--- src/rtl/neuron_value_fifo_pkg.sv ---
// Shared neuron datapath types and default sizing for the layer-to-layer value FIFO.
package neuron_pkg;

  localparam int NEURON_DATA_W     = 21;
  localparam int NEURON_FIFO_DEPTH = 4;

  typedef logic signed [NEURON_DATA_W-1:0] neuron_val_t;

endpackage

--- src/rtl/neuron_value_fifo.sv ---
// Show-ahead register-based FIFO releasing signed neuron values to the next layer.
// Optional sticky overflow flag output `ovf` when NEURON_FIFO_OVF_FLAG_EN is defined.
module neuron_value_fifo
  import neuron_pkg::*;
#(
  parameter  int DATA_W = NEURON_DATA_W,
  parameter  int DEPTH  = NEURON_FIFO_DEPTH,
  localparam int CNT_W  = $clog2(DEPTH) + 1
) (
  input  logic                     clk,
  input  logic                     rst,
  input  logic                     wr_en,
  input  logic signed [DATA_W-1:0] wr_data,
  output logic                     full,
  output logic                     rd_valid,
  input  logic                     rd_ready,
  output logic signed [DATA_W-1:0] rd_data,
  output logic [CNT_W-1:0]         count
`ifdef NEURON_FIFO_OVF_FLAG_EN
  ,
  output logic                     ovf
`endif
);

  localparam int PTR_W = $clog2(DEPTH);

  logic [PTR_W-1:0]         wr_ptr_q, wr_ptr_d;
  logic [PTR_W-1:0]         rd_ptr_q, rd_ptr_d;
  logic [CNT_W-1:0]         count_q, count_d;
  logic signed [DATA_W-1:0] mem_q [DEPTH];
  logic signed [DATA_W-1:0] mem_d [DEPTH];

  logic push, pop;

  // Status comes from the registered occupancy so it is glitch-free and
  // unambiguous when the pointers are equal.
  assign full     = (count_q == CNT_W'(DEPTH));
  assign rd_valid = (count_q != '0);
  assign count    = count_q;
  assign rd_data  = rd_valid ? mem_q[rd_ptr_q] : '0;

  assign pop  = rd_valid && rd_ready;
  assign push = wr_en && (!full || pop);

  always_comb begin
    wr_ptr_d = wr_ptr_q;
    rd_ptr_d = rd_ptr_q;
    count_d  = count_q;
    mem_d    = mem_q;
    if (push) begin
      mem_d[wr_ptr_q] = wr_data;
      wr_ptr_d        = wr_ptr_q + PTR_W'(1);
    end
    if (pop)
      rd_ptr_d = rd_ptr_q + PTR_W'(1);
    case ({push, pop})
      2'b10:   count_d = count_q + CNT_W'(1);
      2'b01:   count_d = count_q - CNT_W'(1);
      default: count_d = count_q;
    endcase
  end

  always_ff @(posedge clk) begin
    if (rst) begin
      wr_ptr_q <= '0;
      rd_ptr_q <= '0;
      count_q  <= '0;
    end else begin
      wr_ptr_q <= wr_ptr_d;
      rd_ptr_q <= rd_ptr_d;
      count_q  <= count_d;
    end
  end

  // Storage is deliberately not reset; rd_data is masked while empty instead.
  always_ff @(posedge clk) begin
    if (!rst)
      mem_q <= mem_d;
  end

`ifdef NEURON_FIFO_OVF_FLAG_EN
  logic ovf_q, ovf_d;

  always_comb begin
    ovf_d = ovf_q;
    if (wr_en && full && !pop)
      ovf_d = 1'b1;
  end

  always_ff @(posedge clk) begin
    if (rst) ovf_q <= 1'b0;
    else     ovf_q <= ovf_d;
  end

  assign ovf = ovf_q;
`endif

endmodule

--- config.mk ---
export PLATFORM = sky130hd
export DESIGN_NAME = neuron_value_fifo
export DESIGN_NICKNAME = d
export VERILOG_FILES = /design/src/rtl/neuron_value_fifo_pkg.sv /design/src/rtl/neuron_value_fifo.sv
export SDC_FILE = /design/constraint.sdc
export NUM_CORES = 1
export LEC_CHECK = 0
export ABC_AREA = 0
export BUFFER_PORTS_ARGS = -buffer_cell sky130_fd_sc_hd__buf_2
export CAP_MARGIN = 20
export CORE_MARGIN = 1.5
export CORE_UTILIZATION = 45
export DETAILED_ROUTE_END_ITERATION = 16
export PLACE_DENSITY = 0.76
export SKIP_LAST_GASP = 1
export SLEW_MARGIN = 20
export SYNTH_ARGS = -nofsm -noshare
export SYNTH_HDL_FRONTEND = slang
export SYNTH_SLANG_ARGS = --single-unit
--- constraint.sdc ---
create_clock -name clk -period 5.6 [get_ports clk]
set_clock_uncertainty 0.05 [all_clocks]
set_input_delay 0.56 -clock clk [delete_from_list [all_inputs] [get_ports clk]]
set_output_delay 0.56 -clock clk [all_outputs]
set_load 0.05 [all_outputs]
# Word-level counts from Yosys, hierarchy flattened
# Cells that the tools add are included.
# Widths: inputs -> output; s select.
# totals
ff_bits	91
in_bits	25
output_inout_bits	26
# op_classes
addsub	4
order_cmp	3
eq_ne	3
n_mux	8
bitwise_logic	3
n_reduce_logical	8
# op_table
op	n
$bwmux 84	1
$mux 21	4
$bmux 21 s2	1
$demux 21 s2	1
$ge 3x3->1 const B	2
$not 2->3	2
$pmux 3 s2	1
$add 2x1->2 const B	2
$add 3x1->3 const B	1
$eq 3x3->1 const B	1
$logic_and 1x1->1	3
$lt 3x1->1 const B	1
$reduce_bool 3->1	1
$sub 3x1->3 const B	1
$eq 2x1->1 const B	1
$eq 2x2->1 const B	1
$reduce_and 2->1	1
$reduce_bool 2->1	1
$logic_not 1->1	1
$logic_or 1x1->1	1
$not 1->1	1

# Depth between registers and ports, before layout
# Gate-level depths: netlist (run 1).
# depth
word_depth	6
mapped_depth	9

# Worst setup path after synthesis (run 1)
# OpenSTA, ideal clock, no wires.
# synth_path
path_type	register -> register
startpoint	register count_q[0] (netlist: count[0])
endpoint	register mem_q[0] in the netlist's numbering (enable)
setup_ps	430
arrival_time_ps	2804
required_time_ps	5120
setup_slack_ps	2316
path_stages_with_launch	5
n_path_buf	0
period_less_slack_ps	3284
path_cell_list	dfxtp_1 -> or3b_1 -> o21a_1 -> inv_1 -> nor3b_1
# synth_between
elab_chain_cells	5
# synth_rtl
element	line_no	source
start: declaration	neuron_value_fifo.sv:29	logic [CNT_W-1:0] count_q, count_d;
start signal: assignment	neuron_value_fifo.sv:71	count_q <= count_d;
$eq 3x3->1 / $reduce_bool 3->1 (equally long branches)	neuron_value_fifo.sv:37, neuron_value_fifo.sv:38	
$logic_not 1->1 / $logic_and 1x1->1 (equally long branches)	neuron_value_fifo.sv:43, neuron_value_fifo.sv:42	
$logic_or 1x1->1 *	neuron_value_fifo.sv:43	assign push = wr_en && (!full || pop);
$logic_and 1x1->1 *	neuron_value_fifo.sv:43	
$reduce_and 2->1 (no line) *	--	
end signal: assignment	neuron_value_fifo.sv:78	mem_q <= mem_d;
end: declaration	neuron_value_fifo.sv:30	logic signed [DATA_W-1:0] mem_q [DEPTH];
# Mark *: on every way between the ends. The rest lies on a longest branch, timed or not.
# A chain may end at the register's enable or synchronous reset.

# Final worst setup path (run 1)
# layout_path
startpoint	register rd_ptr_q[0]
endpoint	output rd_data[7]
# layout_between
elab_chain_cells	5
# layout_rtl
element	line_no	source
start: declaration	neuron_value_fifo.sv:28	logic [PTR_W-1:0] rd_ptr_q, rd_ptr_d;
start signal: assignment	neuron_value_fifo.sv:70	rd_ptr_q <= rd_ptr_d;
$not 2->3 (implied by the code)	neuron_value_fifo.sv:40	assign rd_data = rd_valid ? mem_q[rd_ptr_q] : '0;
$bmux 21 s2	neuron_value_fifo.sv:40	
$mux 21 (implied by the code) (2 in series)	neuron_value_fifo.sv:40	
$mux 21	neuron_value_fifo.sv:40	
end: declaration	neuron_value_fifo.sv:17	output logic signed [DATA_W-1:0] rd_data,
# Every way passes these cells. The select of a mux whose other input is x is not followed.

==> reports/qor.yml, run 1 <==
holdCritPathClass: "in -> reg"
num_rows: 32
die_x_um: 92.7
power.share.switching_pct: 39.5
cts_root_buf: "clkbuf_8"
nFillCells: 639
pwr_density_cell_nw_per_um2: 478
slew_headroom_pct: 29.4
crit_arrival_ns: 2.20
synth_seq_cells: 91
cp-end-kind: "output port"
slew_violations: 0
finalSetupTns_ns: 0
yosys_warnings: 0
antenna_left: 0
rsz0062_at_grt: "false"
cts_made_buffers: 9
avgSynthCellArea_um2: 19.6
hold_viol: 0
dp_cells: 334
power.internal_w: 0.00121
avgViaCountPerCell: 5.03
clkLatencyLatePin_ns: 0.34
yosysUniqueCellTypes: 25
grt_pass1_vias: 1763
grt_pass1_wl_mm: 9.02
h-tree-depth: 3
hold_buffers: 0
p_sw_w: 0.000793
post-route-drc-count: 0
syn_nets: 216
min_period_ns: 2.81
syn_area_um2: 3620
coreArea_um2: 7770
die_area_um2: 8580
cts.path.max_buffers: 2
post_cts_buffers: 0
drv_cap: 0
period_share_pct: 50.3
cts.clk_slew.worst_paths_ns: 0.09
nNetsFinal: 274
cts_resized: 0
crit_type: "reg -> out"
status: "complete, no violations"
irDropWorstVdd_mv: 0.196
fmax_mhz: 355
cts_tree: "built"
clockPowerShare_pct: 21.1
worstPathRequired_ns: 4.99
drive_gt1_share_pct: 39.1
combPwrFrac_pct: 36.8
grt_max_degree: 25
start_util_pct: 46.6
setup_viol: 0
tightest_slew_ns: 1.06
gp_congestion: 0.677
netlist_instances: 185
postRouteWirelength_mm: 5.87
diodes: 0
io_buffer_count: 50
firstDrtPassIters: 4
num_vias: 1762
p_seq_share_pct: 42.1
area_delta_synth_final_pct: 16.2
ioPinCount: 51
stdcell_count: 350
antenna_found_initial: 0
drt-initial-drc-count: 82
grt_usage_pct: 14.8
yosysSeqAreaShare_pct: 73.6
hpwlAfterDp_mm: 3.74
die_h_um: 92.7
crit_fanout: 23
overflow: 0
numClockSinks: 91
wl_per_cell_um: 16.8
leakage_nw: 1.47
startpoint_type: "flip-flop"
critical path: stages (launching register included):
cell	delay, ns
dfxtp_2	0.88
mux4_2	0.61
nor2b_1	0.15
buf_2	0.22
through the flow:
| step | total power (W) | area, um2 | setup slack, ns | hold slack (ns) | utilization, % |
|---|---|---|---|---|---|
| 3_5_place_dp | 0.00161 | 4010 | 2.99 | 0.466 | 51.6 |
| 6_report | 0.00201 | 4200 | 2.79 | 0.370 | 54.1 |
| 4_1_cts | 0.00203 | 4200 | 2.70 | 0.352 | 54.1 |
| 3_3_place_gp | 0.00160 | 4010 | 3.05 | 0.461 | 51.6 |
| 2_1_floorplan | 0.00145 | 3620 | 2.32 | 0.431 | - |
| 5_1_grt | 0.00210 | 4200 | 2.62 | 0.346 | 54.1 |
layout make-up:
class	count	area [um2]	area share, %
Clock inverter	6	63.8	1.52
Clock buffer	10	128	3.04
Timing Repair Buffer	55	288	6.85
Tap cell	102	128	3.04
Multi-Input combinational cell	77	898	21.4
Sequential cell	91	2660	63.4
Inverter	9	33.8	0.804
power by group through the flow:
stage	sequential, W	combinational (W)	clock (W)
after floorplan	0.000842	0.000605	0
after global placement	0.000860	0.000742	0
after detailed placement	0.000863	0.000749	0
after CTS	0.000848	0.000750	0.000436
after global routing	0.000855	0.000779	0.000466
final	0.000844	0.000739	0.000424
synth_stat cells:
master     n  area (um2)
mux2i_1    1        10.0
fa_1       1        20.0
or3b_1     1        8.76
nor3_1     1        5.00
inv_1      9        33.8
buf_2      2        10.0
o21ai_0    2        10.0
xor2_1     3        26.3
dfxtp_1    7         140
or3_1      2        12.5
mux2_4     1        15.0
o31ai_1    1        7.51
a21oi_1    3        15.0
mux4_2    21         473
nand2b_1   2        12.5
o21a_1     1        7.51
buf_1      1        3.75
edfxtp_1  84        2520
ha_1       5        62.6
clkbuf_1   3        11.3
nor2b_1   21         131
nor2_1     6        22.5
nand2_1    1        3.75
nor3b_1    4        30.0
buf_6      2        22.5
final timing paths:
check                                  from          end  slack (ns)  cells past startpoint
worst min-delay path            wr_data[12]    mem_q[12]        0.37                      1
worst min register to register  wr_ptr_q[1]  wr_ptr_q[1]        0.47                      2
worst max-delay path            rd_ptr_q[0]   rd_data[7]        2.79                      3
worst max register to register     count[2]     count[2]        2.99                      9
flip-flops by register name, summed over array words and instances, names as in the netlist:
name,count
wr_ptr_q,2
mem_q,84
count,3
rd_ptr_q,2
layout by cell type, fill, tap and decap left out, types with 4 or more instances in the layout:
cell type | synthesis | routed
mux4_2 | 21 | 21
dfxtp_1 | 7 | 6
buf_4 | 0 | 5
ha_1 | 5 | 5
clkbuf_8 | 0 | 9
buf_2 | 2 | 50
nor3b_2 | 0 | 4
edfxtp_1 | 84 | 84
nor2b_1 | 21 | 21
nor2_1 | 6 | 6
inv_1 | 9 | 9
cells by family after synthesis:
| logic type | Yosys count | share of synthesized area, % |
|---|---|---|
| xor gates and xnor gates | 3 | 0.727 |
| AOI/OAI and AO/OA | 7 | 1.11 |
| muxes | 23 | 13.8 |
| DFF | 91 | 73.6 |
| buffers and inverters | 17 | 2.25 |
| and+or+nand+nor | 38 | 6.26 |
| adders and majority gates | 6 | 2.28 |
per-layer routing:
layer | global-route usage [%] | vias up | routed length (um)
met5 | 0 | - | 0
met4 | 6.44 | 0 | 102
met3 | 4.52 | 9 | 203
met2 | 24.6 | 37 | 3090
met1 | 17.9 | 888 | 2470
li1 | - | 828 | -
Note: power is estimated with default switching activity, not from simulation.
==> inputs of run 2 (changes only) <==
--- a/config.mk
+++ b/config.mk
@@ -11,7 +11,7 @@
 export CORE_MARGIN = 1.5
 export CORE_UTILIZATION = 45
 export DETAILED_ROUTE_END_ITERATION = 16
-export PLACE_DENSITY = 0.76
+export PLACE_DENSITY = 0.79
 export SKIP_LAST_GASP = 1
 export SLEW_MARGIN = 20
 export SYNTH_ARGS = -nofsm -noshare
==> constraint.sdc (replaced) <==
create_clock -name clk -period 2.5 [get_ports clk]
set_clock_uncertainty 0.05 [all_clocks]
set_input_delay 0.25 -clock clk [delete_from_list [all_inputs] [get_ports clk]]
set_output_delay 0.25 -clock clk [all_outputs]
set_load 0.05 [all_outputs]
==> run 2 against run 1 <==
Effect of this change:
- die area unchanged
- combinational power increased by 150%
- global-route usage increased by 0.71 points
- final cell count increased by 2.3%
- wire length increased by 4.2%
- core utilization increased by 1.7 points
- non-clock buffer count increased by 8
- clock power increased by 150%
- worst hold slack got worse by 0.31 ns
- critical endpoint is now count[2]
- final area increased by 3.2%
- flip-flop and latch count unchanged
- total power increased by 130%
==> reports/qor.yml, run 2 (synthesis results as in run 1) <==
combPwrFrac_pct: 38.8
crit_arrival_ns: 2.62
cts_root_buf: "clkbuf_8"
clkLatencyLatePin_ns: 0.35
ioPinCount: 51
nNetsFinal: 282
holdCritPathClass: "in -> reg"
grt_pass1_vias: 1862
crit_fanout: 6
clockPowerShare_pct: 22.5
startpoint_type: "flip-flop"
io_buffer_count: 50
hpwlAfterDp_mm: 4.00
die_x_um: 92.7
postRouteWirelength_mm: 6.11
hold_buffers: 0
most-common-layout-cells: "84 x edfxtp_1, 50 x buf_2, 21 x mux4_2, 21 x nor2b_1, 12 x buf_4"
final_common_cell: "edfxtp_1"
numClockSinks: 91
tightest_slew_ns: 0.612
stdcell_count: 358
hold_viol: 0
antenna_found_initial: 0
avgViaCountPerCell: 5.03
irDropWorstVdd_mv: 0.377
crit_type: "reg -> reg"
gp_congestion: 0.770
finalSetupTns_ns: 0
nFillCells: 594
grt_pass1_wl_mm: 9.54
die_h_um: 92.7
min_period_ns: 2.39
diodes: 0
worstPathRequired_ns: 2.72
h-tree-depth: 3
power.share.switching_pct: 38.7
coreArea_um2: 7770
cp-end-kind: "flip-flop"
largest_register_ffs: 84
cts_made_buffers: 9
grt_max_degree: 25
num_vias: 1802
drive_gt1_share_pct: 43.8
rsz0062_at_grt: "false"
antenna_left: 0
grt_usage_pct: 15.5
area_delta_synth_final_pct: 19.9
slew_headroom_pct: 59.2
pwr_density_cell_nw_per_um2: 1080
power.internal_w: 0.00287
p_sw_w: 0.00181
dp_cells: 340
fmax_mhz: 418
num_rows: 32
leakage_nw: 1.54
drv_cap: 0
post-route-drc-count: 0
cts.clk_slew.worst_paths_ns: 0.08
largest_register: "mem_q"
slew_violations: 0
p_seq_share_pct: 38.7
cts_tree: "built"
cts.path.max_buffers: 2
setup_viol: 0
start_util_pct: 46.6
status: "complete, no violations"
drt-initial-drc-count: 105
firstDrtPassIters: 4
die_area_um2: 8580
period_share_pct: 95.7
wl_per_cell_um: 17.1
overflow: 0
[run 2: changes by cell type in the layout (fill, tap and decap cells not counted), moves of 2 or more]
| cell | delta |
|---|---|
| dfxtp_4 | +2 |
| nor3b_4 | +4 |
| nor3b_2 | -4 |
| buf_4 | +7 |
| dfxtp_1 | -3 |
[run 2: per-layer routing]
metal	vias to the layer above	routed length [um]	global-route usage, %
met5	-	0	0
met2	45	3300	26.1
li1	845	-	-
met3	12	218	3.94
met1	900	2460	18.4
met4	0	143	7.95
[run 2: final timing paths]
check	start	end	depth (start not counted)	slack (ns)
max reg2reg	count[0]	count[2]	9	0.11
max	count[0]	count[2]	9	0.11
min	wr_data[15]	mem_q[15]	1	0.06
min reg2reg	wr_ptr_q[1]	wr_ptr_q[1]	2	0.47
[run 2: area by class of cell]
class / count / area (um2) / area share, %
Tap cell: 102 / 128 / 2.94
Clock buffer: 9 / 124 / 2.86
Timing Repair Buffer: 63 / 360 / 8.31
Multi-Input combinational cell: 77 / 930 / 21.4
Sequential cell: 91 / 2670 / 61.6
Inverter: 9 / 33.8 / 0.779
Clock inverter: 7 / 90.1 / 2.08
[run 2: metrics by stage]
stage	setup slack [ns]	power [W]	cell area, um2	hold WS, ns	util, %
6_report	0.106	0.00468	4340	0.0558	55.8
3_3_place_gp	0.177	0.00364	4100	0.413	52.8
3_5_place_dp	0.0921	0.00366	4100	0.418	52.8
2_1_floorplan	0.0475	0.00325	3640	0.299	-
4_1_cts	0.0623	0.00471	4310	0.0354	55.5
5_1_grt	0.000375	0.00488	4340	0.0455	55.8
[run 2: power by group through the flow]
| stage | Sequential (W) | Combinational (W) | Clock, W |
|---|---|---|---|
| global placement | 0.00184 | 0.00180 | 0 |
| global route | 0.00182 | 0.00193 | 0.00112 |
| finish | 0.00181 | 0.00182 | 0.00105 |
| floorplan | 0.00189 | 0.00136 | 0 |
| detailed placement | 0.00184 | 0.00182 | 0 |
| CTS | 0.00181 | 0.00183 | 0.00107 |
[run 2: timing repair]
action | CTS | global route
setup endpoints to repair | 0 | 1
resized for setup | 0 | 4
setup buffers | 0 | 2
hold endpoints to repair | 0 | 0
[run 2: critical path: stages (launching register included)]
cell     delay [ns]
dfxtp_4        0.37
or3b_4         0.39
o21a_2         0.25
inv_2          0.06
ha_2           0.18
inv_1          0.05
fa_1           0.37
xor2_1         0.16
or3_1          0.31
a21oi_1        0.13
==> inputs of run 3 (changes only) <==
--- a/config.mk
+++ b/config.mk
@@ -11,7 +11,7 @@
 export CORE_MARGIN = 1.5
 export CORE_UTILIZATION = 45
 export DETAILED_ROUTE_END_ITERATION = 16
-export PLACE_DENSITY = 0.79
+export PLACE_DENSITY = 0.76
 export SKIP_LAST_GASP = 1
 export SLEW_MARGIN = 20
 export SYNTH_ARGS = -nofsm -noshare
==> constraint.sdc (replaced) <==
create_clock -name clk -period 2.8 [get_ports clk]
set_clock_uncertainty 0.05 [all_clocks]
set_input_delay 0.28 -clock clk [delete_from_list [all_inputs] [get_ports clk]]
set_output_delay 0.28 -clock clk [all_outputs]
set_load 0.05 [all_outputs]
==> run 3 against run 2 <==
Effect of this change:
- non-clock buffer count decreased by 4
- first-iteration DRC count decreased by 12%
- combinational power shrank 13%
- clock-buffer cell count is the same
- critical endpoint unchanged
- sequential power is 9% lower
- highest routed layer unchanged
- critical path depth unchanged
- fmax is 7.0% lower
- die area stayed put
==> reports/qor.yml, run 3 (synthesis results as in run 1) <==
largest_register_ffs: 84
nFillCells: 645
firstDrtPassIters: 4
dpl-instance-area_um2: 4050
cpPeakStageDelay_ns: 0.43
worstPathRequired_ns: 3.04
num_rows: 32
die_x_um: 92.7
reg2reg_depth: 9
overflow: 0
cp_slowest_cell: "dfxtp_1"
irDropWorstVdd_mv: 0.398
gp_congestion: 0.730
die_area_um2: 8580
period_share_pct: 92.0
fin_ws_ns: 0.225
final_area_um2: 4250
grt_max_degree: 17
die_h_um: 92.7
numClockSinks: 91
wl_per_cell_um: 17.0
holdCritPathClass: "in -> reg"
cts.path.max_buffers: 2
min_to: "mem_q[16]"
post-route-drc-count: 0
postRouteWirelength_mm: 6.03
area_delta_synth_final_pct: 17.6
antenna_found_initial: 0
num_vias: 1802
leakage_nw: 1.50
total_power_w: 0.00411
post_cts_buffers: 0
nNetsFinal: 278
hold_buffers: 0
cts_made_buffers: 9
grt_pass1_vias: 1963
stdcell_count: 354
pwr_density_cell_nw_per_um2: 967
cts.clk_slew.worst_paths_ns: 0.09
io_buffer_count: 50
fmax_mhz: 388
avgViaCountPerCell: 5.09
grt_pass1_wl_mm: 9.75
start_util_pct: 46.6
path_buf_inv: 2
worstHoldPathCells: 1
setup_viol: 0
worst_hold_startpoint: "wr_data[16]"
ioPinCount: 51
drv_cap: 0
tightest_slew_ns: 0.939
coreArea_um2: 7770
startpoint_type: "flip-flop"
place_ws_ns: 0.147
crit_fanout: 6
diodes: 0
most-common-layout-cells: "84 x edfxtp_1, 50 x buf_2, 21 x mux4_2, 21 x nor2b_1, 9 x clkbuf_8"
crit_type: "reg -> reg"
cts_root_buf: "clkbuf_8"
slew_violations: 0
largest_register: "mem_q"
drive_gt1_share_pct: 40.9
dp_cells: 338
hpwlAfterDp_mm: 4.14
slew_headroom_pct: 37.1
cts_resized: 0
antenna_left: 0
final_util_pct: 54.8
final_common_cell: "edfxtp_1"
rr_endpoint: "count[2]"
clkLatencyLatePin_ns: 0.35
status: "complete, no violations"
rsz0062_at_grt: "false"
drt-initial-drc-count: 92
crit_arrival_ns: 2.81
hold_viol: 0
grt_usage_pct: 15.9
min_period_ns: 2.57
crit_family: "simple AND/OR/NAND/NOR gates"
cts_tree: "built"
h-tree-depth: 3
rr_startpoint: "count[2]"
r2r_slack_ns: 0.23
path_cells: "or3b_1 > o21a_1 > inv_2 > ha_1 > inv_1 > fa_1 > xor2_1 > or3_1 > a21oi_1"
cp-end-kind: "flip-flop"
[run 3: cell types whose count changed in the layout (fill, tap and decap cells not counted), sizes merged]
| cell | delta |
|---|---|
| clkinvlp | +1 |
| inv | +2 |
| buf | -4 |
| clkinv | -2 |
| bufinv | -1 |
[run 3: through the flow]
| step | hold slack (ns) | TNS (ns) |
|---|---|---|
| 2_1_floorplan | 0.329 | -40.63 |
| 4_1_cts | 0.0706 | 0 |
| 5_1_grt | 0.0795 | 0 |
| 6_report | 0.0866 | 0 |
| 3_5_place_dp | 0.449 | 0 |
| 3_3_place_gp | 0.446 | 0 |
[run 3: power by group]
| group | switching, W | total, W | leakage, nW | internal [W] |
|---|---|---|---|---|
| clock network | 0.000468 | 0.000889 | 0.0996 | 0.000421 |
| logic | 0.00109 | 0.00158 | 0.577 | 0.000493 |
| registers | 0.0000785 | 0.00164 | 0.821 | 0.00156 |
[run 3: layout make-up]
cell class	count	area (um2)	area share (%)
Clock buffer	9	124	2.91
Clock inverter	7	75.1	1.77
Inverter	9	33.8	0.794
Multi-Input combinational cell	77	898	21.1
Sequential cell	91	2660	62.6
Tap cell	102	128	3.00
Timing Repair Buffer	59	330	7.77
[run 3: routing by layer]
layer	share of wire [%]	vias to the layer above	GRT usage [%]
met5	0	-	0
met4	2.2	0	6.94
met3	3.2	10	3.45
met2	55	43	29.0
met1	40	905	17.7
li1	-	844	-
[run 3: how the worst max path moves through the flow]
stage / depth (start not counted) / startpoint / end / slack (ns)
floorplan: 4 / count[0] / mem_q[0] / -0.48
global route: 9 / count[2] / count[2] / 0.1
global placement: 9 / count[2] / count[2] / 0.29
CTS: 9 / count[2] / count[2] / 0.13
finish: 9 / count[2] / count[2] / 0.23
detailed placement: 9 / count[2] / count[2] / 0.15
